### src/rtl/control_conditioner.sv
// Purpose : Button/random front end for both fighters. It synchronises the raw
//           inputs, debounces the buttons, muxes the player-2 source, resolves
//           left+right conflicts and gates the controls on the play state.
// Latency : button edge to output is DEBOUNCE+3 frames; rnd/sel_random to
//           output is 3 frames; game_state to output is 1 frame.
// Backpr. : none. The outputs are level controls that are updated every frame.
//
// Optional feature macro: CTRL_ATTACK_PULSE_EN. When it is defined, pX_attack
// is a one-frame pulse on the rising edge of attack while the game is in play.
// When it is not defined, pX_attack follows the gated attack level.
//
// Ports:
//   clk             frame clock; all state updates on its rising edge
//   rst             asynchronous active-high reset
//   key_n[2:0]      player 1 raw buttons, active-low {left,right,attack}
//   gpio_n[2:0]     player 2 raw buttons, active-low {left,right,attack}
//   rnd[3:0]        free-running random bits, asynchronous
//   sel_random      1 = player 2 is driven from rnd; asynchronous
//   game_state[2:0] current game state, synchronous to clk
//   p1_*/p2_*       registered active-high controls for the two players

module control_conditioner #(
    parameter int          DEBOUNCE   = 2,
    parameter logic [2:0]  PLAY_STATE = 3'd2
) (
    input  logic       clk,
    input  logic       rst,
    input  logic [2:0] key_n,
    input  logic [2:0] gpio_n,
    input  logic [3:0] rnd,
    input  logic       sel_random,
    input  logic [2:0] game_state,
    output logic       p1_left,
    output logic       p1_right,
    output logic       p1_attack,
    output logic       p2_left,
    output logic       p2_right,
    output logic       p2_attack
);

    // Terminal count of the debounce counter. A level must differ from the
    // accepted level for DEBOUNCE consecutive frames before it is taken.
    localparam logic [3:0] CNT_LAST = 4'(DEBOUNCE - 1);

    // ------------------------------------------------------------------
    // Two-flop synchronisers. Button flops reset to "released" (1) so that
    // no press appears to come out of reset.
    // ------------------------------------------------------------------
    logic [2:0] key_s1, key_s2;
    logic [2:0] gpio_s1, gpio_s2;
    logic [3:0] rnd_s1, rnd_s2;
    logic       sel_s1, sel_s2;

    always_ff @(posedge clk or posedge rst) begin
        if (rst) begin
            key_s1  <= 3'b111;
            key_s2  <= 3'b111;
            gpio_s1 <= 3'b111;
            gpio_s2 <= 3'b111;
            rnd_s1  <= 4'd0;
            rnd_s2  <= 4'd0;
            sel_s1  <= 1'b0;
            sel_s2  <= 1'b0;
        end else begin
            key_s1  <= key_n;
            key_s2  <= key_s1;
            gpio_s1 <= gpio_n;
            gpio_s2 <= gpio_s1;
            rnd_s1  <= rnd;
            rnd_s2  <= rnd_s1;
            sel_s1  <= sel_random;
            sel_s2  <= sel_s1;
        end
    end

    // Invert after synchronisation so that 1 = pressed.
    // Channel map: [5:3] = player 1 {left,right,attack}, [2:0] = player 2.
    logic [5:0] btn_sync;
    assign btn_sync = {~key_s2, ~gpio_s2};

    // ------------------------------------------------------------------
    // Debouncers, one per button channel.
    // ------------------------------------------------------------------
    logic [5:0] btn_stable;

    genvar ch;
    generate
        for (ch = 0; ch < 6; ch++) begin : g_deb
            logic [3:0] cnt;

            always_ff @(posedge clk or posedge rst) begin
                if (rst) begin
                    btn_stable[ch] <= 1'b0;
                    cnt            <= 4'd0;
                end else if (btn_sync[ch] == btn_stable[ch]) begin
                    cnt <= 4'd0;
                end else if (cnt == CNT_LAST) begin
                    btn_stable[ch] <= btn_sync[ch];
                    cnt            <= 4'd0;
                end else begin
                    cnt <= cnt + 4'd1;
                end
            end
        end
    endgenerate

    // ------------------------------------------------------------------
    // Per-player levels before conflict resolution and gating.
    // ------------------------------------------------------------------
    logic p1_l, p1_r, p1_a;
    logic p2_l, p2_r, p2_a;

    assign p1_l = btn_stable[5];
    assign p1_r = btn_stable[4];
    assign p1_a = btn_stable[3];

    // The random source bypasses the debouncers. Their state keeps running,
    // so switching back shows the current debounced gpio levels at once.
    always_comb begin
        p2_l = btn_stable[2];
        p2_r = btn_stable[1];
        p2_a = btn_stable[0];
        if (sel_s2) begin
            p2_l = rnd_s2[0];
            p2_r = rnd_s2[1];
            p2_a = rnd_s2[2] & rnd_s2[3];
        end
    end

    logic in_play;
    assign in_play = (game_state == PLAY_STATE);

    // ------------------------------------------------------------------
    // Attack edge detector. It tracks the post-mux level every frame,
    // including while gated, so that a press made outside play is already
    // "old" when play begins.
    // ------------------------------------------------------------------
    logic [1:0] att_prev;   // [1] = player 1, [0] = player 2

    always_ff @(posedge clk or posedge rst) begin
        if (rst) begin
            att_prev <= 2'b00;
        end else begin
            att_prev <= {p1_a, p2_a};
        end
    end

    logic p1_rise, p2_rise;
    assign p1_rise = p1_a & ~att_prev[1];
    assign p2_rise = p2_a & ~att_prev[0];

    logic p1_att_nxt, p2_att_nxt;
`ifdef CTRL_ATTACK_PULSE_EN
    assign p1_att_nxt = in_play & p1_rise;
    assign p2_att_nxt = in_play & p2_rise;
`else
    // Level mode. A rising edge is always a subset of the level, so OR-ing
    // it in leaves the level unchanged. It keeps the detector connected.
    assign p1_att_nxt = in_play & (p1_a | p1_rise);
    assign p2_att_nxt = in_play & (p2_a | p2_rise);
`endif

    // ------------------------------------------------------------------
    // Output registers. Left+right together cancel out to no movement.
    // ------------------------------------------------------------------
    always_ff @(posedge clk or posedge rst) begin
        if (rst) begin
            p1_left   <= 1'b0;
            p1_right  <= 1'b0;
            p1_attack <= 1'b0;
            p2_left   <= 1'b0;
            p2_right  <= 1'b0;
            p2_attack <= 1'b0;
        end else begin
            p1_left   <= in_play & p1_l & ~p1_r;
            p1_right  <= in_play & p1_r & ~p1_l;
            p1_attack <= p1_att_nxt;
            p2_left   <= in_play & p2_l & ~p2_r;
            p2_right  <= in_play & p2_r & ~p2_l;
            p2_attack <= p2_att_nxt;
        end
    end

endmodule

### config.mk
export PLATFORM = sky130hd
export DESIGN_NAME = control_conditioner
export DESIGN_NICKNAME = d
export VERILOG_FILES = /design/src/rtl/control_conditioner.sv
export SDC_FILE = /design/constraint.sdc
export NUM_CORES = 1
export LEC_CHECK = 0
export BUFFER_PORTS_ARGS = -buffer_cell sky130_fd_sc_hd__buf_4
export CAP_MARGIN = 30
export CORE_MARGIN = 8
export CORE_UTILIZATION = 29
export CTS_CLUSTER_DIAMETER = 60
export DETAILED_ROUTE_END_ITERATION = 10
export PLACE_DENSITY_LB_ADDON = 0.1
export SLEW_MARGIN = 25
export SYNTH_ARGS = -nofsm -noshare
export SYNTH_HDL_FRONTEND = slang
export SYNTH_SLANG_ARGS = --single-unit
export TNS_END_PERCENT = 5
### constraint.sdc
create_clock -name clk -period 2.5 [get_ports clk]
set_input_delay 0.125 -clock clk [delete_from_list [all_inputs] [get_ports clk]]
set_output_delay 0.125 -clock clk [all_outputs]
set_load 0.005 [all_outputs]
==> results of run 1 <==
[metal layers]
layer	vias up	wire length [µm]
met4	0	61
li1	620	-
met1	575	1600
met2	22	1510
met5	-	0
met3	7	169
[cell usage after synthesis]
master / count / area share (%)
or3b_1: 2 / 0.81
mux2_2: 1 / 0.52
and2b_2: 1 / 0.41
inv_1: 8 / 1.4
o21ai_2: 2 / 0.81
a21oi_1: 3 / 0.70
buf_2: 1 / 0.23
or3b_2: 2 / 0.81
o32a_1: 1 / 0.47
ha_1: 8 / 4.7
nand3b_1: 2 / 0.70
dfstp_2: 12 / 15
nand3_1: 7 / 1.6
o21ai_0: 6 / 1.4
nor3b_1: 2 / 0.70
nor2b_1: 1 / 0.29
nor2_1: 26 / 4.5
nor3b_2: 1 / 0.58
or4b_4: 2 / 1.3
xnor2_1: 8 / 3.3
dfrtp_1: 46 / 54
nand2b_1: 1 / 0.29
or2b_1: 1 / 0.35
nand2_1: 11 / 1.9
xor2_1: 10 / 4.1
[cells by family after synthesis]
kind of cell,Yosys count,share of synthesized area [%]
AOI/OAI and AO/OA,12,3.37
xor gates and xnor gates,18,7.33
adders and majority gates,8,4.65
buffers and inverters,9,1.63
DFF,58,68.2
muxes,1,0.524
and+or+nand+nor,59,14.3
[stage by stage]
stage	hold WS (ns)	cells
final	-0.00805	312
after global routing	0.0480	312
after CTS	0.0204	312
after detailed placement	0.235	285
after global placement	0.234	285
after floorplan	0.129	165
[flip-flops by register name, indices dropped and copies added, names as in the netlist, 3 cells and up]
register,cells
g_deb.cnt,24
key_s2,3
rnd_s2,4
rnd_s1,4
gpio_s1,3
gpio_s2,3
btn_stable,3
key_s1,3
[worst min-delay path by stage]
stage,end,cells past startpoint,slack (ns)
3_3_place_gp,key_s1[0],1,0.23
2_1_floorplan,gpio_s1[0],0,0.13
3_5_place_dp,key_s1[1],1,0.23
5_1_grt,g_deb[0].cnt[0],3,0.05
4_1_cts,p1_attack,3,0.02
6_report,p1_attack,3,-0.008
[cell usage in the layout, fill, tap and decap left out, types with 3 or more instances in the layout]
cell	Yosys	layout
dfrtp_1	46	46
nor2_1	26	26
buf_4	0	22
clkbuf_8	0	12
dfstp_2	12	12
nand2_1	11	11
dlygate4sd3_1	0	11
xor2_1	10	10
xnor2_1	8	8
ha_1	8	8
inv_1	8	7
nand3_1	7	7
o21ai_0	6	6
a21oi_1	3	3
[power by group through the flow]
stage	clock network, mW	registers, mW	logic [mW]
after floorplan	0	1.21	0.336
after global placement	0	1.23	0.409
after detailed placement	0	1.24	0.424
after CTS	0.912	1.23	0.442
after global routing	0.954	1.25	0.508
final	0.871	1.22	0.430
[layout make-up]
class,count,area (µm²),area share (%)
Inverter,8,30.0,1.09
Clock inverter,2,35.0,1.27
Clock buffer,14,173,6.27
Timing Repair Buffer,33,275,10.0
Multi-Input combinational cell,98,649,23.6
Sequential cell,58,1470,53.3
Tap cell,99,124,4.50
[worst max-delay path, cell delays in order, from the launching register on]
cell and delay [ns]:
dfrtp_1 0.40, inv_1 0.07, ha_1 0.12, or3b_2 0.46, nand2_1 0.14, nor2_1 0.07
[what timing repair did]
| item | 4_1_cts | 5_1_grt |
|---|---|---|
| resized for setup | 0 | 0 |
| hold buffers | 11 | 0 |
| endpoints found under the hold margin | 11 | 0 |
==> flow_summary.json, run 1 <==
{
  "gp_congestion": 0.640,
  "die_height_um": 102,
  "violations": "hold timing",
  "intPower_mw": 1.85,
  "cts_setup_buffers": 0,
  "drv_cap": 0,
  "r2r_cells": 5,
  "ys_types": 25,
  "grt_pass1_wl_um": 6190,
  "start_util_pct": 29.8,
  "area_growth_pct": 28.0,
  "numCtsBuffers": 9,
  "place_ws_ns": 1.14,
  "clk_path_buf_depth": 2,
  "cts_tree": "built",
  "nets": 232,
  "rsz0062_at_grt": "no",
  "synth-seq-cells": 58,
  "syn-instance-count": 165,
  "avgSynthCellArea_um2": 13.0,
  "min_period_ns": 1.36,
  "core_area_mm2": 0.00721,
  "antenna_found_initial": 0,
  "gr-usage-met1_pct": 9.34,
  "die-area_mm2": 0.0104,
  "grt_util_all_layers_pct": 7.93,
  "required_ns": 2.71,
  "maxSlewHeadroom_pct": 53.1,
  "p_clk_share_pct": 34.5,
  "gr-total-overflow": 0,
  "max_freq_mhz": 734,
  "reg2reg_from": "g_deb[1].cnt[1]",
  "vdd_drop_max_v": 0.000306,
  "hold_ws_ns": -0.00805,
  "worstMarginPinSlew_ns": 0.703,
  "synth_warnings": 0,
  "outcome": "finished, violations left",
  "placed_area_mm2": 0.00243,
  "grt_pass1_vias": 1372,
  "wl_per_cell_um": 10.7,
  "via_per_inst": 3.92,
  "start_kind": "register",
  "p_comb_share_pct": 17.0,
  "leakagePower_nw": 1.26,
  "worst_r2r_endpoint": "g_deb[1].cnt[2]",
  "synth_area_mm2": 0.00215,
  "die_w_um": 102,
  "clk_pin_slew_ns": 0.06,
  "reg2reg_slack_ns": 1.14,
  "seqPwrFrac_pct": 48.4,
  "switching_share_pct": 26.8,
  "vias": 1224,
  "post-route-cell-area_mm2": 0.00275,
  "finalHoldViolCount": 2,
  "min_path_type": "input port to async pin",
  "fillers": 731,
  "finalMaxSlewViolations": 0,
  "critPathKind": "register to register",
  "diodes": 0,
  "fin_setup_tns_ns": 0,
  "p_total_mw": 2.52,
  "yosysSeqAreaShare_pct": 68.2,
  "utilization_pct": 38.2,
  "cp-endpoint": "g_deb[1].cnt[2]",
  "dp_hpwl_um": 2310,
  "drc": 0,
  "cts.sinks": 58,
  "grt_max_degree": 59,
  "clk_latency_ns": 0.32,
  "drt-total-wl_um": 3340,
  "setup_viol": 0,
  "grt_util_met3_pct": 3.07,
  "end_kind": "register",
  "switchingPower_mw": 0.675,
  "htree_levels": 3,
  "cp_data_arrival_time_ns": 1.57,
  "rows": 31,
  "syn_nets": 189,
  "ios": 22,
  "cts_root_buffer": "clkbuf_8",
  "finalCritPeriodShare_pct": 54.5,
  "globalRouteMet2Util_pct": 11.2,
  "worst_slack_ns": 1.14,
  "drt_iter0_drc": 37,
  "portBuffers": 21,
  "drive_above_1_share_pct": 27.2,
  "power_density_mw_per_mm2": 916,
  "path_max_fanout": 4,
  "antenna_left": 0,
  "drt-pass1-iter-count": 4,
  "busiest_layer": "met2",
  "fin_skew_ns": 0.00714,
  "crit_start": "g_deb[1].cnt[1]"
}
Power figures use the tool's default switching activity.
==> inputs of run 2 (changes only) <==
==> constraint.sdc (replaced) <==
create_clock -name clk -period 1.25 [get_ports clk]
set_input_delay 0.0625 -clock clk [delete_from_list [all_inputs] [get_ports clk]]
set_output_delay 0.0625 -clock clk [all_outputs]
set_load 0.005 [all_outputs]
==> run 2 against run 1 <==
Effect of this change:
- the flow now finishes without violations
- combinational power grew to 2.7 times the previous value
- cell count rose by 3.8%
- first-iteration DRC count rose by 16%
==> flow_summary.json, run 2 (synthesized netlist as in run 1, its figures left out) <==
{
  "start_util_pct": 29.8,
  "finalHoldViolCount": 0,
  "drc": 0,
  "gr-total-overflow": 0,
  "outcome": "finished clean",
  "portBuffers": 21,
  "drt-total-wl_um": 3690,
  "dp_hpwl_um": 2570,
  "area_growth_pct": 34.3,
  "path_cells": "inv_1, ha_1, or3b_4, nand2_2, nor2_1",
  "top_register": "g_deb.cnt",
  "switchingPower_mw": 1.45,
  "p_clk_share_pct": 31.5,
  "via_per_inst": 3.97,
  "critPathKind": "register to register",
  "drv_cap": 0,
  "seqPwrFrac_pct": 46.3,
  "die_height_um": 102,
  "min_period_ns": 1.23,
  "rows": 31,
  "crit_buf_inv": 1,
  "antenna_left": 0,
  "largestRegisters": "g_deb.cnt x24, rnd_s1 x4, rnd_s2 x4",
  "setup_viol": 0,
  "diodes": 0,
  "htree_levels": 3,
  "required_ns": 1.46,
  "grt_pass1_wl_um": 6580,
  "p_comb_share_pct": 22.3,
  "switching_share_pct": 27.9,
  "grt_max_degree": 22,
  "finalMaxSlewViolations": 0,
  "vdd_drop_max_v": 0.000553,
  "fin_setup_tns_ns": 0,
  "intPower_mw": 3.76,
  "largest_reg_flops": 24,
  "multi_input_area_um2": 679,
  "rsz0062_at_grt": "yes",
  "crit_slowest_cell": "or3b_4",
  "place_ws_ns": -0.132,
  "drive_above_1_share_pct": 32.9,
  "clk_latency_ns": 0.32,
  "start_kind": "register",
  "nets": 245,
  "path_max_fanout": 4,
  "post-route-cell-area_mm2": 0.00289,
  "drt_iter0_drc": 43,
  "max_freq_mhz": 810,
  "power_density_mw_per_mm2": 1800,
  "die-area_mm2": 0.0104,
  "grt_pass1_vias": 1390,
  "end_kind": "register",
  "finalCritPeriodShare_pct": 98.7,
  "drt-pass1-iter-count": 4,
  "max_stage_delay_ns": 0.39,
  "cts_root_buffer": "clkbuf_8",
  "grt_util_all_layers_pct": 8.32,
  "wl_per_cell_um": 11.4,
  "hold_ws_ns": 0.157,
  "maxSlewHeadroom_pct": 67.4,
  "worst_slack_ns": 0.0161,
  "vias": 1285,
  "antenna_found_initial": 0,
  "final_cell_mix": "46 x dfrtp_1, 32 x buf_4, 26 x nor2_1",
  "numCtsBuffers": 9,
  "min_path_type": "input port to register",
  "ios": 22,
  "clk_pin_slew_ns": 0.07,
  "cts_tree": "built",
  "mostFrequentLayoutCell": "dfrtp_1",
  "placed_area_mm2": 0.00255,
  "die_w_um": 102,
  "leakagePower_nw": 1.34,
  "fin_skew_ns": 0.00768,
  "cts.sinks": 58,
  "gp_congestion": 0.671,
  "seqCellArea_mm2": 0.00147,
  "cp_data_arrival_time_ns": 1.44,
  "fillers": 706,
  "clk_path_buf_depth": 2,
  "core_area_mm2": 0.00721,
  "worstMarginPinSlew_ns": 0.488,
  "cp_top_family": "simple AND/OR/NAND/NOR gates"
}
run 2: per-layer routing:
layer,GRT usage (%),vias up,wire (µm)
met3,3.13,8,118
met5,0,-,0
li1,-,643,-
met4,5.42,0,84
met2,11.8,21,1660
met1,10.3,613,1830
run 2: final timing paths:
check                                      from               to  slack (ns)  cells after the start
worst max-delay path            g_deb[1].cnt[1]  g_deb[1].cnt[3]        0.02                      5
worst min-delay path              game_state[2]         p2_right        0.16                      3
worst max register to register  g_deb[1].cnt[1]  g_deb[1].cnt[3]        0.02                      5
worst min register to register        rnd_s1[3]        rnd_s2[3]        0.35                      0
max in group asynchronous                   rst       gpio_s2[1]        0.38                      4
min in group asynchronous                   rst  g_deb[3].cnt[3]        0.33                      3
run 2: worst min-delay path: stages:
cell and delay (ns):
buf_4 0.07, or3b_1 0.23, a21oi_1 0.06
run 2: area by class of cell:
| type | count | area share (%) |
|---|---|---|
| flip-flops and latches | 58 | 50.8 |
| clock buffers | 12 | 5.02 |
| clock inverters | 3 | 1.39 |
| multi-input cells | 98 | 23.5 |
| repair buffers | 46 | 13.9 |
| inverters | 8 | 1.17 |
| well taps | 99 | 4.29 |
run 2: metrics by stage:
| stage | utilization, % | std cells | total power [mW] |
|---|---|---|---|
| after CTS | 39.8 | 324 | 5.25 |
| after detailed placement | 35.4 | 297 | 3.48 |
| final | 40.0 | 324 | 5.21 |
| after floorplan | - | 165 | 3.09 |
| after global placement | 35.4 | 297 | 3.43 |
| after global routing | 40.0 | 324 | 5.58 |
run 2: power by group through the flow:
stage                     registers (mW)  clock network [mW]  logic, mW
after floorplan                     2.41                   0      0.673
after global placement              2.43                   0       1.00
after detailed placement            2.44                   0       1.04
after CTS                           2.41                1.72       1.12
after global routing                2.45                1.79       1.33
final                               2.41                1.64       1.16
run 2: what timing repair did:
item | CTS | global route
resized for setup | 5 | 5
setup buffers | 0 | 0
pin swaps | 1 | 1
hold endpoints to repair | 25 | 0
setup endpoints to repair | 14 | 20
hold buffers | 12 | 0
gates cloned | 0 | 0
